`src/rtl/ctrl_pkg.sv`:
```
// ----------------------------------------------------------------------------
// ctrl_pkg
// Shared definitions for the multicycle MIPS control unit and its datapath:
//   - opcode constants (instruction bits 31:26)
//   - FSM state encodings (S_RST .. S_ADDIWB)
//   - ALUOp / ALUSrcB / PCSource encodings, also used by the datapath muxes
//     and by the ALU control block
//   - ctrl_word_t, the control word produced by ctrl_output_decode
//   - op_supported(), which tells DECODE whether an opcode has a route
// Optional feature macro: CTRL_ADDI_EN (adds the addi instruction).
// ----------------------------------------------------------------------------
package ctrl_pkg;

    // Opcodes
    localparam logic [5:0] OP_RTYPE = 6'h00;
    localparam logic [5:0] OP_J     = 6'h02;
    localparam logic [5:0] OP_BEQ   = 6'h04;
    localparam logic [5:0] OP_ADDI  = 6'h08;
    localparam logic [5:0] OP_LW    = 6'h23;
    localparam logic [5:0] OP_SW    = 6'h2B;

    // FSM states
    localparam logic [3:0] S_RST    = 4'd0;
    localparam logic [3:0] S_FETCH  = 4'd1;
    localparam logic [3:0] S_DECODE = 4'd2;
    localparam logic [3:0] S_MEMADR = 4'd3;
    localparam logic [3:0] S_MEMRD  = 4'd4;
    localparam logic [3:0] S_MEMWB  = 4'd5;
    localparam logic [3:0] S_MEMWR  = 4'd6;
    localparam logic [3:0] S_EXEC   = 4'd7;
    localparam logic [3:0] S_ALUWB  = 4'd8;
    localparam logic [3:0] S_BRANCH = 4'd9;
    localparam logic [3:0] S_JUMP   = 4'd10;
    localparam logic [3:0] S_ADDIEX = 4'd11;
    localparam logic [3:0] S_ADDIWB = 4'd12;

    // ALUOp to the ALU control block
    localparam logic [1:0] ALUOP_ADD   = 2'b00;
    localparam logic [1:0] ALUOP_SUB   = 2'b01;
    localparam logic [1:0] ALUOP_FUNCT = 2'b10;

    // ALU B operand select
    localparam logic [1:0] SRCB_REG    = 2'b00;
    localparam logic [1:0] SRCB_FOUR   = 2'b01;
    localparam logic [1:0] SRCB_IMM    = 2'b10;
    localparam logic [1:0] SRCB_IMMSH2 = 2'b11;

    // Next-PC select
    localparam logic [1:0] PCSRC_ALURES = 2'b00;
    localparam logic [1:0] PCSRC_ALUOUT = 2'b01;
    localparam logic [1:0] PCSRC_JUMP   = 2'b10;

    typedef struct packed {
        logic       pc_write;
        logic       pc_write_cond;
        logic       i_or_d;
        logic       mem_read;
        logic       mem_write;
        logic       ir_write;
        logic       mem_to_reg;
        logic [1:0] pc_source;
        logic [1:0] alu_op;
        logic       alu_src_a;
        logic [1:0] alu_src_b;
        logic       reg_write;
        logic       reg_dst;
    } ctrl_word_t;

    // True when DECODE has a destination state for this opcode.
    function automatic logic op_supported(input logic [5:0] op);
        logic ok;
        ok = (op == OP_LW) || (op == OP_SW) || (op == OP_RTYPE) ||
             (op == OP_BEQ) || (op == OP_J);
`ifdef CTRL_ADDI_EN
        ok = ok || (op == OP_ADDI);
`endif
        return ok;
    endfunction

endpackage

```
`src/rtl/ctrl_output_decode.sv`:
```
// ----------------------------------------------------------------------------
// ctrl_output_decode
// Combinational state -> control word decode for the multicycle control FSM.
// Every field defaults to 0, so any state not listed (including unreachable
// encodings) drives an all-zero control word.
// Optional feature macro: CTRL_ADDI_EN (decodes ADDIEX / ADDIWB).
// Ports:
//   state     in   current FSM state
//   mem_ready in   memory handshake; only gates PCWrite/IRWrite in FETCH
//   ctrl      out  decoded control word
// ----------------------------------------------------------------------------
module ctrl_output_decode
    import ctrl_pkg::*;
#(
    parameter int STATE_W = 4
) (
    input  logic [STATE_W-1:0] state,
    input  logic               mem_ready,
    output ctrl_word_t         ctrl
);

    always_comb begin
        ctrl = '0;
        case (state)
            S_FETCH: begin
                ctrl.mem_read  = 1'b1;
                ctrl.i_or_d    = 1'b0;
                ctrl.alu_src_a = 1'b0;
                ctrl.alu_src_b = SRCB_FOUR;
                ctrl.alu_op    = ALUOP_ADD;
                ctrl.pc_source = PCSRC_ALURES;
                // PC+4 and the IR are captured only once memory delivers.
                ctrl.ir_write  = mem_ready;
                ctrl.pc_write  = mem_ready;
            end
            S_DECODE: begin
                // Speculatively compute the branch target into ALUOut.
                ctrl.alu_src_a = 1'b0;
                ctrl.alu_src_b = SRCB_IMMSH2;
                ctrl.alu_op    = ALUOP_ADD;
            end
            S_MEMADR: begin
                ctrl.alu_src_a = 1'b1;
                ctrl.alu_src_b = SRCB_IMM;
                ctrl.alu_op    = ALUOP_ADD;
            end
            S_MEMRD: begin
                ctrl.mem_read = 1'b1;
                ctrl.i_or_d   = 1'b1;
            end
            S_MEMWB: begin
                ctrl.reg_write  = 1'b1;
                ctrl.mem_to_reg = 1'b1;
                ctrl.reg_dst    = 1'b0;
            end
            S_MEMWR: begin
                ctrl.mem_write = 1'b1;
                ctrl.i_or_d    = 1'b1;
            end
            S_EXEC: begin
                ctrl.alu_src_a = 1'b1;
                ctrl.alu_src_b = SRCB_REG;
                ctrl.alu_op    = ALUOP_FUNCT;
            end
            S_ALUWB: begin
                ctrl.reg_write  = 1'b1;
                ctrl.mem_to_reg = 1'b0;
                ctrl.reg_dst    = 1'b1;
            end
            S_BRANCH: begin
                ctrl.alu_src_a     = 1'b1;
                ctrl.alu_src_b     = SRCB_REG;
                ctrl.alu_op        = ALUOP_SUB;
                ctrl.pc_write_cond = 1'b1;
                ctrl.pc_source     = PCSRC_ALUOUT;
            end
            S_JUMP: begin
                ctrl.pc_write  = 1'b1;
                ctrl.pc_source = PCSRC_JUMP;
            end
`ifdef CTRL_ADDI_EN
            S_ADDIEX: begin
                ctrl.alu_src_a = 1'b1;
                ctrl.alu_src_b = SRCB_IMM;
                ctrl.alu_op    = ALUOP_ADD;
            end
            S_ADDIWB: begin
                ctrl.reg_write  = 1'b1;
                ctrl.reg_dst    = 1'b0;
                ctrl.mem_to_reg = 1'b0;
            end
`endif
            default: ctrl = '0;
        endcase
    end

endmodule

```
`src/rtl/multicycle_control_fsm.sv`:
```
// ----------------------------------------------------------------------------
// multicycle_control_fsm
// Main control unit for the multicycle MIPS datapath. A Moore FSM sequences
// fetch / decode / execute / memory / write-back one instruction at a time
// and drives every datapath select and enable through ctrl_output_decode.
// Optional feature macro: CTRL_ADDI_EN (addi via ADDIEX -> ADDIWB).
// Ports:
//   clk, rst_n          clock (rising edge), asynchronous active-low reset
//   Op                  opcode from the instruction register
//   mem_ready           memory completed the current access this cycle
//   PCWrite, PCWriteCond, IorD, MemRead, MemWrite, IRWrite, MemtoReg,
//   PCSource, ALUOp, ALUSrcA, ALUSrcB, RegWrite, RegDst
//                       datapath control outputs
//   illegal_op          pulse while in DECODE with an unsupported opcode
//   state               current state, for debug
// ----------------------------------------------------------------------------
module multicycle_control_fsm
    import ctrl_pkg::*;
#(
    parameter int OP_W    = 6,
    parameter int STATE_W = 4
) (
    input  logic               clk,
    input  logic               rst_n,
    input  logic [OP_W-1:0]    Op,
    input  logic               mem_ready,
    output logic               PCWrite,
    output logic               PCWriteCond,
    output logic               IorD,
    output logic               MemRead,
    output logic               MemWrite,
    output logic               IRWrite,
    output logic               MemtoReg,
    output logic [1:0]         PCSource,
    output logic [1:0]         ALUOp,
    output logic               ALUSrcA,
    output logic [1:0]         ALUSrcB,
    output logic               RegWrite,
    output logic               RegDst,
    output logic               illegal_op,
    output logic [STATE_W-1:0] state
);

    logic [STATE_W-1:0] state_reg;
    logic [STATE_W-1:0] state_next;
    ctrl_word_t         ctrl;

    // State register. Asserting rst_n forces RST immediately, which zeroes
    // every write enable in the same instant.
    always_ff @(posedge clk or negedge rst_n) begin
        if (!rst_n) begin
            state_reg <= S_RST;
        end else begin
            state_reg <= state_next;
        end
    end

    // Next-state logic
    always_comb begin
        state_next = state_reg;
        case (state_reg)
            S_RST:    state_next = S_FETCH;
            S_FETCH:  state_next = mem_ready ? S_DECODE : S_FETCH;
            S_DECODE: begin
                if (Op == OP_LW || Op == OP_SW) begin
                    state_next = S_MEMADR;
                end else if (Op == OP_RTYPE) begin
                    state_next = S_EXEC;
                end else if (Op == OP_BEQ) begin
                    state_next = S_BRANCH;
                end else if (Op == OP_J) begin
                    state_next = S_JUMP;
`ifdef CTRL_ADDI_EN
                end else if (Op == OP_ADDI) begin
                    state_next = S_ADDIEX;
`endif
                end else begin
                    state_next = S_FETCH;
                end
            end
            S_MEMADR: state_next = (Op == OP_LW) ? S_MEMRD : S_MEMWR;
            S_MEMRD:  state_next = mem_ready ? S_MEMWB : S_MEMRD;
            S_MEMWB:  state_next = S_FETCH;
            S_MEMWR:  state_next = mem_ready ? S_FETCH : S_MEMWR;
            S_EXEC:   state_next = S_ALUWB;
            S_ALUWB:  state_next = S_FETCH;
            S_BRANCH: state_next = S_FETCH;
            S_JUMP:   state_next = S_FETCH;
`ifdef CTRL_ADDI_EN
            S_ADDIEX: state_next = S_ADDIWB;
            S_ADDIWB: state_next = S_FETCH;
`endif
            // Unreachable encodings recover through FETCH.
            default:  state_next = S_FETCH;
        endcase
    end

    // Output logic: control word from the registered state
    ctrl_output_decode #(
        .STATE_W (STATE_W)
    ) u_decode (
        .state     (state_reg),
        .mem_ready (mem_ready),
        .ctrl      (ctrl)
    );

    // The illegal-opcode flag is the one output that looks at Op directly;
    // it is valid for the single DECODE cycle that falls back to FETCH.
    always_comb begin
        illegal_op = (state_reg == S_DECODE) && !op_supported(Op);
    end

    assign PCWrite     = ctrl.pc_write;
    assign PCWriteCond = ctrl.pc_write_cond;
    assign IorD        = ctrl.i_or_d;
    assign MemRead     = ctrl.mem_read;
    assign MemWrite    = ctrl.mem_write;
    assign IRWrite     = ctrl.ir_write;
    assign MemtoReg    = ctrl.mem_to_reg;
    assign PCSource    = ctrl.pc_source;
    assign ALUOp       = ctrl.alu_op;
    assign ALUSrcA     = ctrl.alu_src_a;
    assign ALUSrcB     = ctrl.alu_src_b;
    assign RegWrite    = ctrl.reg_write;
    assign RegDst      = ctrl.reg_dst;
    assign state       = state_reg;

endmodule

```
`config.mk`:
```
export PLATFORM = sky130hd
export DESIGN_NAME = multicycle_control_fsm
export DESIGN_NICKNAME = d
export VERILOG_FILES = /design/src/rtl/ctrl_pkg.sv /design/src/rtl/ctrl_output_decode.sv /design/src/rtl/multicycle_control_fsm.sv
export SDC_FILE = /design/constraint.sdc
export NUM_CORES = 1
export LEC_CHECK = 0
export ABC_CLOCK_PERIOD_IN_PS = 4200
export BUFFER_PORTS_ARGS = -buffer_cell sky130_fd_sc_hd__buf_2
export CORE_AREA = 2 2 39 41
export DETAILED_ROUTE_END_ITERATION = 10
export DIE_AREA = 0 0 41 43
export GPL_ROUTABILITY_DRIVEN = 0
export PLACE_DENSITY = 0.74
export RECOVER_POWER = 100
export SYNTH_ARGS = -nofsm -noshare
export SYNTH_HDL_FRONTEND = slang
export SYNTH_HIERARCHICAL = 1
export SYNTH_SLANG_ARGS = --single-unit
export TNS_END_PERCENT = 50
```
`constraint.sdc`:
```
create_clock -name clk -period 4.2 [get_ports clk]
set_input_delay 0.63 -clock clk [delete_from_list [all_inputs] [get_ports clk]]
set_output_delay 0.63 -clock clk [all_outputs]
set_load 0.005 [all_outputs]
```
======== After elaboration in Yosys (flattened, before gate mapping) ========
Index checks and enable logic that the tools add are counted.
cells by class
  mux-type cells .......................... 19
  reduce and logical (&&, ||, !) cells .... 9
  equality and inequality tests ........... 14
operator list
  cell                number
  $pmux 5 s5          1
  $pmux 4 s6          1
  $eq 4x3->1 const B  4
  $mux 4              4
  $eq 4x4->1 const B  3
  $eq 6x6->1 const B  2
  $eq 4x2->1 const B  2
  $pmux 2 s2          2
  $mux 1              7
  $eq 6x2->1 const B  1
  $eq 6x3->1 const B  1
  $logic_not 6->1     1
  $eq 4x1->1 const B  1
  $logic_or 1x1->1    4
  $mux 2              2
  $reduce_or 2->1     2
  $mux 3              1
  $pmux 1 s2          1
  $logic_and 1x1->1   1
  $logic_not 1->1     1
word-level totals
  word-level logic and storage cells ...... 43
  flip-flop bits (word level) ............. 4
  input bits .............................. 9
  output and inout port bits .............. 21

======== Longest topological paths before layout ========
Gate-level depths: netlist of run 1.
  depth in word-level cells ............... 7
  gate-level depth with buffers ........... 4
  gate-level depth less buffers ........... 3

======== Modules after synthesis ========
Netlist of run 1, hierarchy kept.
modules (own cells, without submodules)
  module                  area each (um^2)  cells each  sequential area each (um^2)  times used
  multicycle_control_fsm  325.3             36          100.1                        1
  ctrl_output_decode      209.0             32          0.0                          1

======== Worst setup path before layout of run 1 ========
No wires, ideal clock.
  path type ............................... input-to-output
  start point ............................. in Op[3]
  end point ............................... out illegal_op
  required time ........................... 3.570 ns
  stages on the path ...................... 3
  setup slack ............................. 2.377 ns
  path buffers ............................ 0
  arrival ................................. 1.193 ns
  path through ............................ nor3_2 > a2bb2oi_1 > o211a_1
on the way
  word-level cells in the longest chain between the ends .. 7
  elaborated cells between the ends (all ways) .. 11
  those cells by class .................... 4 x eq/ne; 7 x reduce/logical
ends and longest elaborated chain
  item                            RTL line                       RTL
  start, declared                 multicycle_control_fsm.sv:25   input logic [OP_W-1:0] Op,
  $eq 6x6->1                      ctrl_pkg.sv:72                 ok = (op == OP_LW) || (op == OP_SW) || (op == OP_RTYPE) ||
  $logic_or 1x1->1 (3 in series)  ctrl_pkg.sv:72
  $logic_or 1x1->1 (*)            ctrl_pkg.sv:73                 (op == OP_BEQ) || (op == OP_J);
  $logic_not 1->1 (*)             multicycle_control_fsm.sv:110  illegal_op = (state_reg == S_DECODE) && !op_supported(Op);
  $logic_and 1x1->1 (*)           multicycle_control_fsm.sv:110
  end, declared                   multicycle_control_fsm.sv:40   output logic illegal_op,
Mark *: on every way between the ends. The rest lies on a longest branch, timed or not.

======== Final worst setup path of run 1 ========
  start point ............................. reg state_reg[0], in the netlist state[0]
  end point ............................... out IRWrite
on the way
  word-level cells in the longest chain between the ends .. 2
ends and longest elaborated chain
  item                    RTL line                      RTL
  start, declared         multicycle_control_fsm.sv:44  logic [STATE_W-1:0] state_reg;
  start signal, assigned  multicycle_control_fsm.sv:54  state_reg <= state_next;
  $eq 4x1->1              ctrl_output_decode.sv:24      case (state)
  $mux 1                  ctrl_output_decode.sv:24
  end, declared           multicycle_control_fsm.sv:32  output logic IRWrite,
No other way between the ends.

==> flow_metrics.py, run 1 <==
metrics = {
    "synth": {
        "synth_xor_area_share_pct": 3.28,
        "syn-num-nets": 77,
        "yosysWarnings": 6,
        "synth.most_common_cell": "nor2_1",
        "yosys-top-cells-count": "nor2_1, nand2b_1, dfrtp_1, nor3_1, nor3b_1",
        "synthSimpleGateAreaFrac_pct": 47.3,
        "syn_inst": 68,
        "syn_avg_cell_area_um2": 7.86,
        "yosys.area.top_type": "dfrtp_1",
        "synth_top_cell_area_share_pct": 18.7,
        "ys.flop_type": "dfrtp_1",
        "synth_area_um2": 534,
        "synth_edf_count": 0,
        "synthTopCellsByArea": "dfrtp_1, nor2_1, nand2b_1",
        "synth_top_family_by_area": "simple AND/OR/NAND/NOR gates",
        "synth.area.mux_share_pct": 0,
        "seq_area_frac_synth_pct": 18.7,
        "ys_types": 37,
        "synthAdderAreaFrac_pct": 0,
        "async_reset_ff_share_pct": 100,
        "synth_compound_area_share_pct": 20.1,
        "ys_ff_latch": 4,
    },
    "sta": {
        "tightest_slew_ns": 0.632,
        "finalHoldViolCount": 0,
        "setup_slack_ns": 1.84,
        "maxSlewHeadroom_pct": 57.9,
        "hold_ws_ns": 0.213,
        "fin_setup_tns_ns": 0,
        "finalCritPeriodShare_pct": 56.1,
        "slew_violations": 0,
        "setup_viol": 0,
        "final.min_clock_period_ns": 2.36,
        "skew_ns": 0.00615,
        "max_freq_ghz": 0.424,
        "rsz0062_at_grt": "no",
    },
    "floorplan": {
        "fp.dieW_um": 41,
        "chipHeight_um": 43,
        "rows": 14,
        "die-area_um2": 1760,
        "num_io_pins": 30,
        "coreArea_um2": 1380,
        "initial_core_util_pct": 38.6,
    },
    "place": {
        "place_ws_ns": 2.08,
        "placed_area_um2": 651,
        "dp_hpwl_um": 948,
        "dp_cells": 106,
        "port_buffers": 29,
    },
    "critical_path": {
        "r2r-end": "state[1]",
        "crit_chain": "nand2b_1, nor4b_1, clkbuf_1",
        "reg2reg_from": "state[0]",
        "crit_path_top_delay_cell": "dfrtp_1",
        "rrSetupSlack_ns": 2.52,
        "critPathLaunchType": "register",
        "required_ns": 3.57,
        "r2r_cells": 3,
        "worstPathArrival_ns": 1.73,
        "slowest_delay_ns": 0.74,
        "path_max_fanout": 22,
        "crit_type": "reg -> out",
        "end_kind": "output port",
    },
    "clock_network": {
        "cts_buffers": 3,
        "cts.sinks": 4,
        "tritoncts": "yes",
        "cts_setup_buffers": 0,
        "clk_latency_ns": 0.24,
        "hold_buffers": 0,
        "cts.repair.resized": 0,
        "cts_max_path_buffers": 2,
        "root_buffer": "clkbuf_4",
        "htreeDepth": 1,
        "clkTransAtPathRegs_ns": 0.04,
    },
    "layout": {
        "postLayoutCellArea_um2": 639,
        "nets": 104,
        "largest_reg_flops": 4,
        "syn_to_final_growth_pct": 19.7,
        "antenna_cells": 0,
        "fillers": 166,
        "drive_above_1_share_pct": 19.4,
        "final_cells": 109,
    },
    "hold_path": {
        "hp-class": "in -> async",
    },
    "global_route": {
        "antenna_found_initial": 0,
        "grtUsageTotal_pct": 16.1,
        "globalRouteOverflowTotal": 0,
        "grtUsageMet2_pct": 27.5,
        "grt_busiest_layer": "met2",
        "grt_pass1_wl_mm": 1.99,
        "met3_usage_pct": 3.14,
        "met1_usage_pct": 18.6,
        "grt_max_degree": 23,
        "grt_pass1_vias": 496,
    },
    "power_and_ir_drop": {
        "p_per_area_nw_per_um2": 571,
        "peakVddDrop_mv": 0.271,
        "p_leak_nw": 0.249,
    },
    "route": {
        "viasPerCell": 5.72,
        "drc": 0,
        "routedWlPerCell_um": 12.6,
        "antenna_left": 0,
        "routed_wl_mm": 1.37,
        "vias": 623,
        "drtPass1Iterations": 4,
        "drt_iter0_drc": 12,
    },
    "job": {
        "maxCapViolations": 0,
    },
    "run_status": {
        "status": "completed",
    },
}
critical path: cells and delay by family (launching register included):
kind	cells	cell delay [ns]
buf+inv	1	0.15
flops	1	0.74
simple gates	2	0.59
worst max-delay path by stage:
stage	start	to	slack [ns]	depth (start not counted)
3_3_place_gp	Op[3]	illegal_op	2.12	5
4_1_cts	state[0]	IRWrite	1.96	3
3_5_place_dp	Op[3]	illegal_op	2.08	5
5_1_grt	state[0]	IRWrite	1.70	3
2_1_floorplan	Op[3]	illegal_op	2.38	3
6_report	state[0]	IRWrite	1.84	3
layer usage:
| metal | up-vias | share of wire (%) |
|---|---|---|
| met5 | - | 0 |
| met4 | 0 | 1.7 |
| met3 | 8 | 10 |
| met2 | 41 | 45 |
| met1 | 272 | 43 |
| li1 | 302 | - |
cell families (layout without fill, tap and decap cells):
kind of cell / count (synthesis) / count (layout)
and+or+nand+nor: 39 / 39
AOI/OAI and AO/OA: 14 / 14
buffers and inverters: 9 / 34
DFF: 4 / 4
xor gates and xnor gates: 2 / 2
cell type report:
class	count	area, µm²	share of cell area, %
clock buffers	3	22.5	3.52
inverters	2	7.51	1.17
multi-input cells	55	365	57.1
flip-flops and latches	4	100	15.7
well taps	16	20.0	3.13
repair buffers	29	124	19.4
power breakdown:
part	total [mW]	internal (mW)	leakage, nW	switching (mW)
clock network	0.0496	0.0321	0.0138	0.0175
logic	0.197	0.103	0.184	0.0943
registers	0.118	0.0515	0.0511	0.0670
total	0.365	0.187	0.249	0.179
layout by cell type, fill, tap and decap left out, types with 2 or more instances in the layout:
cell type  instances
nand3b_1           2
clkbuf_1          17
nand2_1            2
nor2_1            10
nand2b_1           6
clkbuf_4           3
a211oi_1           2
inv_1              2
buf_2             12
nor3b_1            5
nor2b_1            2
a21oi_1            2
nor3_1             4
dfrtp_1            4
metrics by stage:
step	power, mW	util [%]
after floorplan	0.274	-
after global placement	0.329	47.0
after detailed placement	0.336	47.0
after CTS	0.386	48.6
after global routing	0.407	46.2
final	0.365	46.2
Power figures use the tool's default switching activity.
==> inputs of run 2 (changes only) <==
Settings changed: ABC_AREA from default to 1, ABC_CLOCK_PERIOD_IN_PS 4200 to 2070, CORE_AREA 2 2 39 41 to default, CORE_UTILIZATION from default to 37, DIE_AREA 0 0 41 43 to default, PLACE_DENSITY 0.74 to 0.72.
Clock period 4.2 ns to 2.07 ns, I/O delays scaled along.
==> flow_metrics.py, run 2 <==
metrics = {
    "synth": {
        "synth_top_cell_area_share_pct": 19.4,
        "syn_inst": 96,
        "synth_area_um2": 517,
        "synth_edf_count": 0,
        "syn_avg_cell_area_um2": 5.38,
        "ys_ff_latch": 4,
        "yosys-top-cells-count": "nand2_1, inv_1, nor2_1",
        "yosys.area.top_type": "dfrtp_1",
        "synth.most_common_cell": "nand2_1",
        "synthTopCellsByArea": "dfrtp_1, nand2_1, nand3_1",
        "async_reset_ff_share_pct": 100,
        "syn-num-nets": 105,
        "ys.flop_type": "dfrtp_1",
        "seq_area_frac_synth_pct": 19.4,
        "ys_types": 15,
        "yosysWarnings": 6,
    },
    "route": {
        "routedWlPerCell_um": 9.39,
        "drt_iter0_drc": 21,
        "antenna_left": 0,
        "viasPerCell": 4.96,
        "routed_wl_mm": 1.33,
        "drtPass1Iterations": 4,
        "vias": 704,
        "drc": 0,
    },
    "floorplan": {
        "fp.dieW_um": 39.4,
        "chipHeight_um": 39.4,
        "coreArea_um2": 1300,
        "rows": 13,
        "initial_core_util_pct": 39.7,
        "die-area_um2": 1550,
        "num_io_pins": 30,
    },
    "clock_network": {
        "clkTransAtPathRegs_ns": 0.04,
        "clk_latency_ns": 0.24,
        "cts.sinks": 4,
        "cts_max_path_buffers": 2,
        "cts_buffers": 3,
        "tritoncts": "yes",
        "cts.repair.resized": 0,
        "root_buffer": "clkbuf_4",
        "htreeDepth": 1,
    },
    "run_status": {
        "status": "completed",
    },
    "power_and_ir_drop": {
        "peakVddDrop_mv": 0.359,
        "power.share.switching_pct": 54.1,
        "switchingPower_mw": 0.404,
        "p_per_area_nw_per_um2": 1110,
        "power_mw": 0.747,
        "p_leak_nw": 0.407,
        "p_int_mw": 0.343,
        "power_frac_clock_pct": 13.0,
        "power_frac_seq_pct": 26.3,
        "p_comb_share_pct": 60.6,
    },
    "place": {
        "port_buffers": 29,
        "place_ws_ns": 0.590,
        "dp_hpwl_mm": 1.01,
        "placed_area_um2": 668,
    },
    "global_route": {
        "grtUsageTotal_pct": 20.4,
        "globalRouteOverflowTotal": 0,
        "antenna_found_initial": 0,
        "grt_pass1_wl_mm": 2.13,
        "grt_pass1_vias": 563,
        "grt_max_degree": 15,
    },
    "sta": {
        "rsz0062_at_grt": "no",
        "finalHoldViolCount": 0,
        "setup_viol": 0,
        "maxSlewHeadroom_pct": 70.0,
        "tightest_slew_ns": 0.449,
        "hold_ws_ns": 0.419,
        "skew_ns": 0.00471,
        "slew_violations": 0,
        "max_freq_ghz": 0.556,
        "finalCritPeriodShare_pct": 86.9,
        "fin_setup_tns_ns": 0,
        "setup_slack_ns": 0.272,
        "final.min_clock_period_ns": 1.80,
    },
    "layout": {
        "layout_commonest_cell": "nand2_1",
        "syn_to_final_growth_pct": 30.8,
        "antenna_cells": 0,
        "nets": 138,
        "seqCellArea_um2": 100,
        "largest_reg_flops": 4,
        "layout_common_cells": "nand2_1, inv_1, nor2_1, clkbuf_1, nand3_1",
        "fillers": 152,
        "drive_above_1_share_pct": 16.5,
        "multi_input_area_um2": 327,
        "postLayoutCellArea_um2": 676,
    },
    "critical_path": {
        "worstPathArrival_ns": 1.49,
        "critPathLaunchType": "register",
        "r2r-end": "state[2]",
        "end_kind": "output port",
        "path_max_fanout": 12,
        "rrSetupSlack_ns": 0.84,
        "reg2reg_from": "state[0]",
        "required_ns": 1.76,
        "crit_type": "reg -> out",
        "r2r_cells": 5,
    },
    "job": {
        "maxCapViolations": 0,
    },
    "hold_path": {
        "holdPathStages": 3,
        "hp-start": "mem_ready",
        "hp-class": "in -> reg",
        "hold_path_end": "state[0]",
    },
}
-- run 2: power groups by stage --
stage          combinational, mW  clock (mW)  sequential (mW)
2_1_floorplan              0.328           0            0.167
3_3_place_gp               0.465           0            0.194
4_1_cts                    0.473       0.100            0.195
5_1_grt                    0.526       0.109            0.207
6_report                   0.453      0.0975            0.197
3_5_place_dp               0.469           0            0.197
-- run 2: cell families (layout without fill, tap and decap cells) --
group / after synthesis / in the layout / synth area share, %
flops: 4 / 4 / 19.4
compound gates: 6 / 6 / 5.81
simple gates: 64 / 64 / 57.9
buf+inv: 22 / 53 / 16.9
-- run 2: area by class of cell --
class                   count  area share, %
flip-flops and latches      4           14.8
inverters                  20           11.1
multi-input cells          70           48.3
well taps                  15           2.78
repair buffers             30           19.6
clock buffers               3           3.33
-- run 2: per-stage QoR --
stage               utilization (%)  std cells
global placement               51.3        138
global route                   51.9        142
floorplan                         -         96
detailed placement             51.3        138
CTS                            53.8        142
finish                         51.9        142
-- run 2: how the worst max path moves through the flow --
stage / start / to / slack (ns) / depth (start not counted)
CTS: state[1] / illegal_op / 0.33 / 7
finish: state[1] / illegal_op / 0.27 / 7
global placement: state[1] / illegal_op / 0.59 / 7
detailed placement: state[1] / illegal_op / 0.59 / 7
floorplan: state[0] / illegal_op / 0.75 / 6
global route: state[1] / illegal_op / 0.12 / 7
-- run 2: worst max-delay path, stage by stage, from the launching register on --
cell and delay, ns:
dfrtp_1 0.55, inv_1 0.18, nor2_4 0.12, nand2_2 0.06, inv_2 0.07, nand3_1 0.08
nor2_2 0.08, buf_2 0.11
-- run 2: metal layers --
| metal | share of wire, % | global-route usage, % | vias up |
|---|---|---|---|
| met4 | 1.4 | 10.3 | 0 |
| met5 | 0 | 0 | - |
| met2 | 48 | 37.1 | 39 |
| met3 | 8.7 | 5.11 | 4 |
| li1 | - | - | 362 |
| met1 | 42 | 21.2 | 299 |
-- run 2: timing repair --
| item | CTS | global route |
|---|---|---|
| endpoints found under the setup margin | 0 | 0 |
| endpoints found under the hold margin | 4 | 0 |
| hold buffers | 1 | 0 |
| buffers inserted | 0 | 0 |
